===== src/rtl/match_pipe.sv =====
`default_nettype none
// ============================================================================
//  Module   : match_pipe
//  Purpose  : Fixed-latency, stallable, flushable pipe carrying CHANNELS valid
//             bits plus one TAG_WIDTH sideband tag per stage. Valids and tags
//             travel together. The tag is meaningful only where the matching
//             o_valid has a set bit.
//  Ports    : clk       - single clock, rising edge
//             reset     - synchronous, active-high; clears valids and tags
//             en        - 1 advances the pipe, 0 holds it
//             flush     - clears every in-flight valid; tags hold
//             i_valid   - per-channel valid into stage 0
//             i_tag     - tag into stage 0
//             o_valid   - per-channel valid out of the last stage
//             o_tag     - tag out of the last stage
//             busy      - OR of all held valid bits (register-derived only)
//             inflight  - number of valid bits held across all stages
//  Priority : reset > flush > en
//  Options  : MATCH_PIPE_INFLIGHT_EN - when defined, builds the inflight
//             counter; otherwise inflight is tied to 0
//             DELAY == 0 gives a combinational pass-through with busy and
//             inflight at 0 and en/flush ignored.
//  Revision : 1.0 - initial release
// ============================================================================
module match_pipe #(
    parameter int  CHANNELS  = 1,
    parameter int  TAG_WIDTH = 8,
    parameter int  DELAY     = 4,
    localparam int CNT_WIDTH = ($clog2(CHANNELS*DELAY+1) < 1) ? 1
                                : $clog2(CHANNELS*DELAY+1)
) (
    input  logic                 clk,
    input  logic                 reset,
    input  logic                 en,
    input  logic                 flush,
    input  logic [CHANNELS-1:0]  i_valid,
    input  logic [TAG_WIDTH-1:0] i_tag,
    output logic [CHANNELS-1:0]  o_valid,
    output logic [TAG_WIDTH-1:0] o_tag,
    output logic                 busy,
    output logic [CNT_WIDTH-1:0] inflight
);

    function automatic int popcnt(input logic [CHANNELS-1:0] v);
        int n;
        n = 0;
        for (int i = 0; i < CHANNELS; i++) begin
            n = n + int'(v[i]);
        end
        return n;
    endfunction

    if (DELAY == 0) begin : g_bypass
        // No storage at all: the pipe degenerates to wires.
        assign o_valid  = i_valid;
        assign o_tag    = i_tag;
        assign busy     = 1'b0;
        assign inflight = '0;

        logic w_unused;
        assign w_unused = &{1'b0, clk, reset, en, flush};
    end else begin : g_pipe
        logic [CHANNELS-1:0]  r_valid [DELAY];
        logic [TAG_WIDTH-1:0] r_tag   [DELAY];
        logic                 w_busy;

        always_ff @(posedge clk) begin
            if (reset) begin
                for (int k = 0; k < DELAY; k++) begin
                    r_valid[k] <= '0;
                    r_tag[k]   <= '0;
                end
            end else if (flush) begin
                // Tags are left alone; with no valid beside them they are
                // don't-care anyway and this saves a clear path on the tags.
                for (int k = 0; k < DELAY; k++) begin
                    r_valid[k] <= '0;
                end
            end else if (en) begin
                r_valid[0] <= i_valid;
                r_tag[0]   <= i_tag;
                for (int k = 1; k < DELAY; k++) begin
                    r_valid[k] <= r_valid[k-1];
                    r_tag[k]   <= r_tag[k-1];
                end
            end
        end

        always_comb begin
            w_busy = 1'b0;
            for (int k = 0; k < DELAY; k++) begin
                w_busy = w_busy | (|r_valid[k]);
            end
        end

        assign busy    = w_busy;
        assign o_valid = r_valid[DELAY-1];
        assign o_tag   = r_tag[DELAY-1];

`ifdef MATCH_PIPE_INFLIGHT_EN
        // The counter tracks exactly the bits held in the stages, so it is
        // bounded by CHANNELS*DELAY and CNT_WIDTH is sized to hold that.
        logic [CNT_WIDTH-1:0] r_cnt;
        logic [CNT_WIDTH-1:0] w_cnt_next;

        always_comb begin
            w_cnt_next = CNT_WIDTH'(int'(r_cnt) + popcnt(i_valid)
                                    - popcnt(r_valid[DELAY-1]));
        end

        always_ff @(posedge clk) begin
            if (reset || flush) begin
                r_cnt <= '0;
            end else if (en) begin
                r_cnt <= w_cnt_next;
            end
        end

        assign inflight = r_cnt;
`else
        assign inflight = '0;
`endif
    end

endmodule
`default_nettype wire


===== config.mk =====
export PLATFORM = sky130hd
export DESIGN_NAME = match_pipe
export DESIGN_NICKNAME = d
export VERILOG_FILES = /design/src/rtl/match_pipe.sv
export SDC_FILE = /design/constraint.sdc
export NUM_CORES = 1
export LEC_CHECK = 0
export ABC_AREA = 1
export BUFFER_PORTS_ARGS = -buffer_cell sky130_fd_sc_hd__buf_2
export CORE_MARGIN = 2
export CORE_UTILIZATION = 54
export CTS_CLUSTER_SIZE = 25
export DETAILED_ROUTE_END_ITERATION = 10
export GPL_ROUTABILITY_DRIVEN = 1
export GPL_TIMING_DRIVEN = 0
export PLACE_DENSITY = 0.88
export SETUP_SLACK_MARGIN = 0.02
export SLEW_MARGIN = 0
export SYNTH_ARGS = -nofsm -noshare
export SYNTH_HDL_FRONTEND = slang
export SYNTH_SLANG_ARGS = --single-unit

===== constraint.sdc =====
create_clock -name clk -period 2.5 [get_ports clk]
set_input_delay 0.75 -clock clk [delete_from_list [all_inputs] [get_ports clk]]
set_output_delay 0.75 -clock clk [all_outputs]
set_load 0.01 [all_outputs]

; ---- After elaboration in Yosys (flattened, before gate mapping)
; Memory sizes are Yosys's and may differ from the RTL's.
; Cells that the tools add are included.
; W data, S select, Z words.
[totals]
register_bits = 0
output_inout_bits = 13
mem_bits_rw = 36
n_memories = 2
rom_bits = 0
input_bits = 13
latch_bits = 0
word_cells = 38
[mem_list]
columns = name, depth, width, read_ports, rd_clocked_by_memory_dff, write_ports, line_no
row1 = g_pipe.r_tag, 4, 8, 4, 0, 4, 64  ; logic [TAG_WIDTH-1:0] r_tag [DELAY];
row2 = g_pipe.r_valid, 4, 1, 4, 0, 4, 63  ; logic [CHANNELS-1:0] r_valid [DELAY];
[classes]
n_reduce_logical = 0
n_mux = 21
n_shift = 0
n_bitwise = 15
n_div = 0
mul = 0
n_lt_le_gt_ge = 0
n_eq_ne = 0
add_sub_neg = 0
[op_table]
columns = op, count
row1 = $mux W8, 4
row2 = $mux W1, 17
row3 = $or A1 B1 Y1, 15

; ---- Logic depth before layout (Yosys ltp)
; Gate-level depths: netlist of run 1.
[logic_depth]
ltp_word = 5
mapped_depth = 4

; ---- Least setup slack after synthesis of run 1
; Ideal clock, no wire load.
[synth_timing]
path_kind = input to register
from = input port flush
to = memory g_pipe.r_tag[0][0] (enable)
cell_stages = 3
slack_ps = 459
t_arrival_ps = 1652
setup_ps = 389
path_cell_list = inv_2 nand2_1 nand2_1
[synth_rtl]
columns = element, line_no
row1 = "start, declared", 35  ; input logic flush,
row2 = "end, declared", 64

==> summary.txt, run 1 <==
Cells and area
  • Nets: 170
  • Layout cells sized above 1: 0.4367
  • Area Overhead vs Synth: 13.81%
  • # fillers: between 200 and 250
  • Ant diodes: 0
  • Area of the multi-input gates: between 200 and 300 um^2
  • Register area: 1071 um^2
  • Design area: 1753 um^2

Yosys
  • Seq/Total Area, Yosys: 0.6954
  • Synthesis Warnings: 0
  • Syn Std Cell Area: 1540 um^2
  • Syn Inst Count: 126
  • #FFs+latches synth: 36
  • Unique masters post-synth: 14
  • Mapped Avg Cell Area: 12.22 um^2

Floorplan
  • Io pins: 26
  • Initial Utilization: 0.5634
  • Die width: 57.41 um
  • # rows: 19
  • Die area: between 3000 and 4000 um^2
  • Core region area: 2734 um^2
  • Die height: 57.41 um

Worst hold path
  • Worst min path class: reg2reg

Clock tree
  • Latest clock arrival within the worst-skew pair: between 300 and 400 ps
  • CTS tree: done
  • Num CTS Buffers: 5
  • Clock sinks: 36
  • Clk slew on worst S/H paths: 100 ps
  • Post-CTS Setup Inserts: 0
  • Clk root buf: clkbuf_4
  • Maximum buffer depth of the clock tree: 2
  • Hold buffer count at cts: 0
  • Post-CTS Resized: 0
  • CTS H-tree depth: 2

GRT
  • Initial antenna violation count: 0
  • Largest net degree at the start of global routing: 33
  • GRT Residual Overflow: 0
  • Vias in the first global route: 821
  • First-pass GRT wire length: 3298 um
  • GR Util All Layers: 0.1432

Route
  • DR vias: 863
  • Post-DR vias/cell: 4.566
  • DR WL/cell: 10.19 um
  • Residual DRC: 0
  • Initial DRC count: 10
  • Post-route ant nets: 0
  • WL final: 1925 um
  • TritonRoute pass-1 iters: 4

Timing
  • Worst-Margin Slew: 1231 ps
  • Worst rel slew slack: 0.1771
  • Min cycle time layout: 2038 ps
  • FMAX: 0.4907 GHz
  • Tcrit/Tclk final: 0.8152
  • Final Hold Viols: 0
  • Final Max Tran Viols: 0
  • RSZ-0062 raised after global routing: false
  • Clock skew: 6.415 ps
  • Setup violators final: 0
  • Accumulated negative setup slack: 0 ps

Worst setup path
  • Most frequent CP cell: nand2_1
  • Critical path class: in2reg
  • Worst endpoint required time: roughly 2500 ps
  • Worst path slowest cell: nand2_1
  • CP bufs+invs: 2
  • Crit Path Max Fanout: 32
  • Slowest cell delay on critical path: 910 ps
  • Startpoint Class: input pin
  • Cells along the critical path: buf_2 > inv_2 > nand2_1 > nand2_1
  • Cell family with most CP delay: simple AND/OR/NAND/NOR gates
  • Crit path DAT: 1990 ps
  • Crit path capture type: flop

Power
  • Pwr Density: between 600 and 700 nW/um^2
  • Leak Pwr: 0.7690 nW
  • Max VDD drop: 0.0005688 V

Place
  • Routability Congestion: 0.6655
  • PortBufs: 22
  • Final HPWL DP: 1327 um
  • Post-Place Cell Area: ~1700 um^2

Run status
  • Status: completed

Run
  • Max Cap Viol: 0
cell usage after synthesis:
cell	instances	share of area
nand2_1	2	0.0049
buf_4	3	0.015
nand3_4	1	0.011
nand4_1	1	0.0041
dfxtp_1	1	0.013
nor2_2	30	0.12
buf_6	3	0.022
inv_1	35	0.085
inv_2	2	0.0049
nand3_1	4	0.013
edfxtp_1	35	0.68
nor2_1	7	0.017
conb_1	1	0.0024
a21oi_1	1	0.0032
state kept, by name (all words and copies together), names as in the netlist:
signal / flops
g_pipe.r_tag: 32
g_pipe.r_valid: 4
per-layer routing:
layer	vias up	wire length, um	track usage
met4	0	84	0.1096
met2	27	999	0.2386
met1	388	748	0.1316
li1	440	-	-
met3	8	93	0.07029
met5	-	0	0
placed cells by master, fill, tap and decap left out, drive strengths merged:
| cell | Yosys | final |
|---|---|---|
| nand3 | 5 | 5 |
| dfxtp | 1 | 1 |
| nand4 | 1 | 1 |
| clkbuf | 0 | 5 |
| clkinv | 0 | 3 |
| conb | 1 | 3 |
| nor2 | 37 | 37 |
| nand2 | 2 | 2 |
| edfxtp | 35 | 35 |
| inv | 37 | 37 |
| a21oi | 1 | 1 |
| buf | 6 | 28 |
worst paths after layout:
check                                        start                               end  slack (ps)  cells after the start
setup / recovery                             flush  g_pipe.r_tag[1][1]$_SDFFCE_PN0P_         460                      4
hold / removal      g_pipe.r_valid[2]$_SDFFE_PP0P_    g_pipe.r_valid[2]$_SDFFE_PP0P_         490                      2
setup reg to reg  g_pipe.r_tag[2][0]$_SDFFCE_PN0P_  g_pipe.r_tag[3][0]$_SDFFCE_PN0P_        1750                      2
hold reg to reg     g_pipe.r_valid[2]$_SDFFE_PP0P_    g_pipe.r_valid[2]$_SDFFE_PP0P_         490                      2
kinds of logic (layout without fill, tap and decap cells):
family	Yosys count	after routing	synth area share
AND/OR/NAND/NOR	45	45	0.1722
flip-flops	36	36	0.6954
buffers and inverters	43	73	0.1267
AO/OA/AOI/OAI	1	1	0.003246
other	1	3	0.002435
worst min-delay path: stages (launching register included):
cell     delay (ps)
dfxtp_1         330
nand3_1          70
a21oi_1          60
area by class of cell:
cell class                      instances  share of cell area
Clock inverter                          3             0.01071
Clock buffer                            5             0.02141
Buffer                                  6             0.03212
Tap cell                               31             0.02213
Inverter                               37             0.07923
Timing Repair Buffer                   22             0.06281
Multi-Input combinational cell         49              0.1606
Sequential cell                        36              0.6110
where the power goes:
part | switching, mW | internal (mW) | total (mW)
registers | 0.00932 | 0.701 | 0.710
logic | 0.0587 | 0.0320 | 0.0907
clock network | 0.192 | 0.108 | 0.300
through the flow:
stage | power, mW | utilization | std cells | hold slack [ps] | setup slack (ps)
final | 1.100 | 0.6412 | 189 | 492.4 | 462.1
after global routing | 1.153 | 0.6412 | 189 | 549.7 | 363.6
after CTS | 1.113 | 0.6412 | 189 | 493.9 | 434.9
after detailed placement | 0.8164 | 0.6206 | 181 | 479.6 | 64.70
after global placement | 0.8092 | 0.6206 | 181 | 469.5 | 157.7
after floorplan | 0.7844 | - | 128 | 460.5 | 458.9
Note: power is estimated with default switching activity, not from simulation.
==> run 2, diff against run 1 <==
clock period = 2 ns   (was 2.5 ns; I/O delays follow)
==> summary.txt, run 2 (synthesized netlist as in run 1, its figures left out) <==
Timing
  • Worst-Margin Slew: 704.4 ps (was 1231 ps)
  • Final Hold Viols: 0 (unchanged)
  • Clock skew: 5.173 ps (was 6.415 ps)
  • Worst rel slew slack: 0.5287 (was 0.1771)
  • Tcrit/Tclk final: 0.8327
  • Final Max Tran Viols: 0 (unchanged)
  • FMAX: 0.6004 GHz
  • Setup violators final: 0 (unchanged)
  • Min cycle time layout: 1665 ps
  • WHS: 492.0 ps (was 492.4 ps)
  • RSZ-0062 raised after global routing: false (unchanged)

Worst setup path
  • Crit path capture type: primary output (was flop)
  • Crit Path Max Fanout: 2 (was 32)
  • Worst r2r dst: g_pipe.r_tag[3][0]$_SDFFCE_PN0P_ (unchanged)
  • Startpoint Class: flop (was input pin)
  • Worst endpoint required time: 1400 ps (was 2450 ps)
  • Critical path class: reg2out (was in2reg)
  • Setup crit start: g_pipe.r_valid[3]$_SDFFCE_PN0P_ (was flush)
  • Crit path to: busy (was g_pipe.r_tag[1][1]$_SDFFCE_PN0P_)
  • Crit path DAT: 1070 ps (was 1990 ps)
  • Cells on worst reg2reg path: 2 (unchanged)
  • Reg-to-reg startpoint: g_pipe.r_tag[2][0]$_SDFFCE_PN0P_ (unchanged)
  • R2r setup slk: 1250 ps (was 1750 ps)

Cells and area
  • # fillers: 214 (unchanged)
  • Nets: 170 (unchanged)
  • Final core occ: 0.6421 (was 0.6412)
  • Register name with the most flops: g_pipe.r_tag (unchanged)
  • Ant diodes: 0 (unchanged)
  • Largest register FFs: 32 (unchanged)
  • Area Overhead vs Synth: 13.97% (was 13.81%)
  • Layout cells sized above 1: 0.4430 (was 0.4367)
  • Register area: 1071 um^2 (unchanged)
  • Area of the multi-input gates: 284.0 um^2 (was 281.5 um^2)
  • Most frequent cells in the layout: inv_1, edfxtp_1, nor2_2 (unchanged)
  • Largest regs: g_pipe.r_tag: 32 flops, g_pipe.r_valid: 4 flops (unchanged)

Clock tree
  • Clock sinks: 36 (unchanged)
  • Maximum buffer depth of the clock tree: 2 (unchanged)
  • CTS H-tree depth: 2 (unchanged)
  • Num CTS Buffers: 5 (unchanged)
  • CTS tree: done (unchanged)
  • Latest clock arrival within the worst-skew pair: 330 ps (about the same)
  • Clk slew on worst S/H paths: 110 ps (was 100 ps)
  • Clk root buf: clkbuf_4 (unchanged)

GRT
  • GRT Residual Overflow: 0 (unchanged)
  • Initial antenna violation count: 0 (unchanged)
  • Vias in the first global route: 821 (unchanged)
  • First-pass GRT wire length: 3298 um (unchanged)
  • Largest net degree at the start of global routing: 33 (unchanged)
  • GR Util All Layers: 0.1432 (unchanged)

Run
  • Max Cap Viol: 0 (unchanged)

Power
  • Pwr Density: 783.8 nW/um^2 (was 627.7 nW/um^2)
  • Leak Pwr: 0.7691 nW (was 0.7690 nW)
  • Max VDD drop: 0.0007100 V (was 0.0005688 V)

Route
  • TritonRoute pass-1 iters: 4 (unchanged)
  • Initial DRC count: 9 (was 10)
  • WL final: 1917 um (was 1925 um)
  • DR WL/cell: 10.14 um (was 10.19 um)
  • Residual DRC: 0 (unchanged)
  • Post-DR vias/cell: 4.513 (was 4.566)
  • Post-route ant nets: 0 (unchanged)
  • DR vias: 853 (was 863)

Place
  • Final HPWL DP: 1327 um (unchanged)
  • PortBufs: 22 (unchanged)
  • Routability Congestion: 0.6655 (unchanged)

Floorplan
  • Io pins: 26 (unchanged)
  • Die area: 3295 um^2 (unchanged)
  • Core region area: 2734 um^2 (unchanged)
  • # rows: 19 (unchanged)
  • Die width: 57.41 um (unchanged)
  • Initial Utilization: 0.5634 (unchanged)
  • Die height: 57.41 um (unchanged)

Run status
  • Status: completed (unchanged)

Worst hold path
  • Worst min path class: reg2reg (unchanged)
## run 2: cell count changes in the layout (fill, tap and decap cells not counted)
cell     before  now
nand2_1       2    1
nand2_2       0    1
## run 2: what timing repair did
item | CTS | global route
endpoints found under the setup margin | 0 | 3
resized for setup | 0 | 1
setup buffers | 0 | 0
hold buffers | 0 | 0
## run 2: critical path, cell delays in order, from the launching register on
cell	delay [ps]
edfxtp_1	430
nor2_1	100
nand3_1	60
buf_2	140
## run 2: layout make-up
class | count | share of cell area
Buffer | 6 | 0.03207
Clock buffer | 5 | 0.02138
Clock inverter | 3 | 0.01069
Inverter | 37 | 0.07912
Multi-Input combinational cell | 49 | 0.1618
Sequential cell | 36 | 0.6101
Tap cell | 31 | 0.02210
Timing Repair Buffer | 22 | 0.06272
## run 2: per-layer routing
layer | share of wire | GRT usage
met3 | 0.048 | 0.07029
met2 | 0.51 | 0.2386
met4 | 0.044 | 0.1096
met1 | 0.39 | 0.1316
met5 | 0 | 0
## run 2: through the flow
stage               setup WS (ps)  std cells  power [mW]  cell area, um^2  TNS, ps
floorplan                   108.9        128      0.9805             1548        0
global placement           -192.3        181       1.012             1697    -6137
detailed placement         -285.3        181       1.020             1697    -9096
CTS                         84.92        189       1.391             1753        0
global route                223.4        189       1.442             1755        0
finish                      334.5        189       1.376             1755        0
## run 2: how the worst min path moves through the flow
stage                                               from                              to  slack [ps]  cells past startpoint
after floorplan           g_pipe.r_valid[2]$_SDFFE_PP0P_  g_pipe.r_valid[2]$_SDFFE_PP0P_         460                      2
after global placement    g_pipe.r_valid[2]$_SDFFE_PP0P_  g_pipe.r_valid[2]$_SDFFE_PP0P_         470                      2
after detailed placement  g_pipe.r_valid[2]$_SDFFE_PP0P_  g_pipe.r_valid[2]$_SDFFE_PP0P_         480                      2
after CTS                 g_pipe.r_valid[2]$_SDFFE_PP0P_  g_pipe.r_valid[2]$_SDFFE_PP0P_         490                      2
after global routing                               reset  g_pipe.r_valid[2]$_SDFFE_PP0P_         530                      3
final                     g_pipe.r_valid[2]$_SDFFE_PP0P_  g_pipe.r_valid[2]$_SDFFE_PP0P_         490                      2
## run 2: report_power, final
group	switching [mW]	internal, mW	total (mW)	leakage (nW)
Clock	0.240	0.135	0.375	0.0349
Combinational	0.0738	0.0404	0.114	0.353
Sequential	0.0117	0.875	0.887	0.381
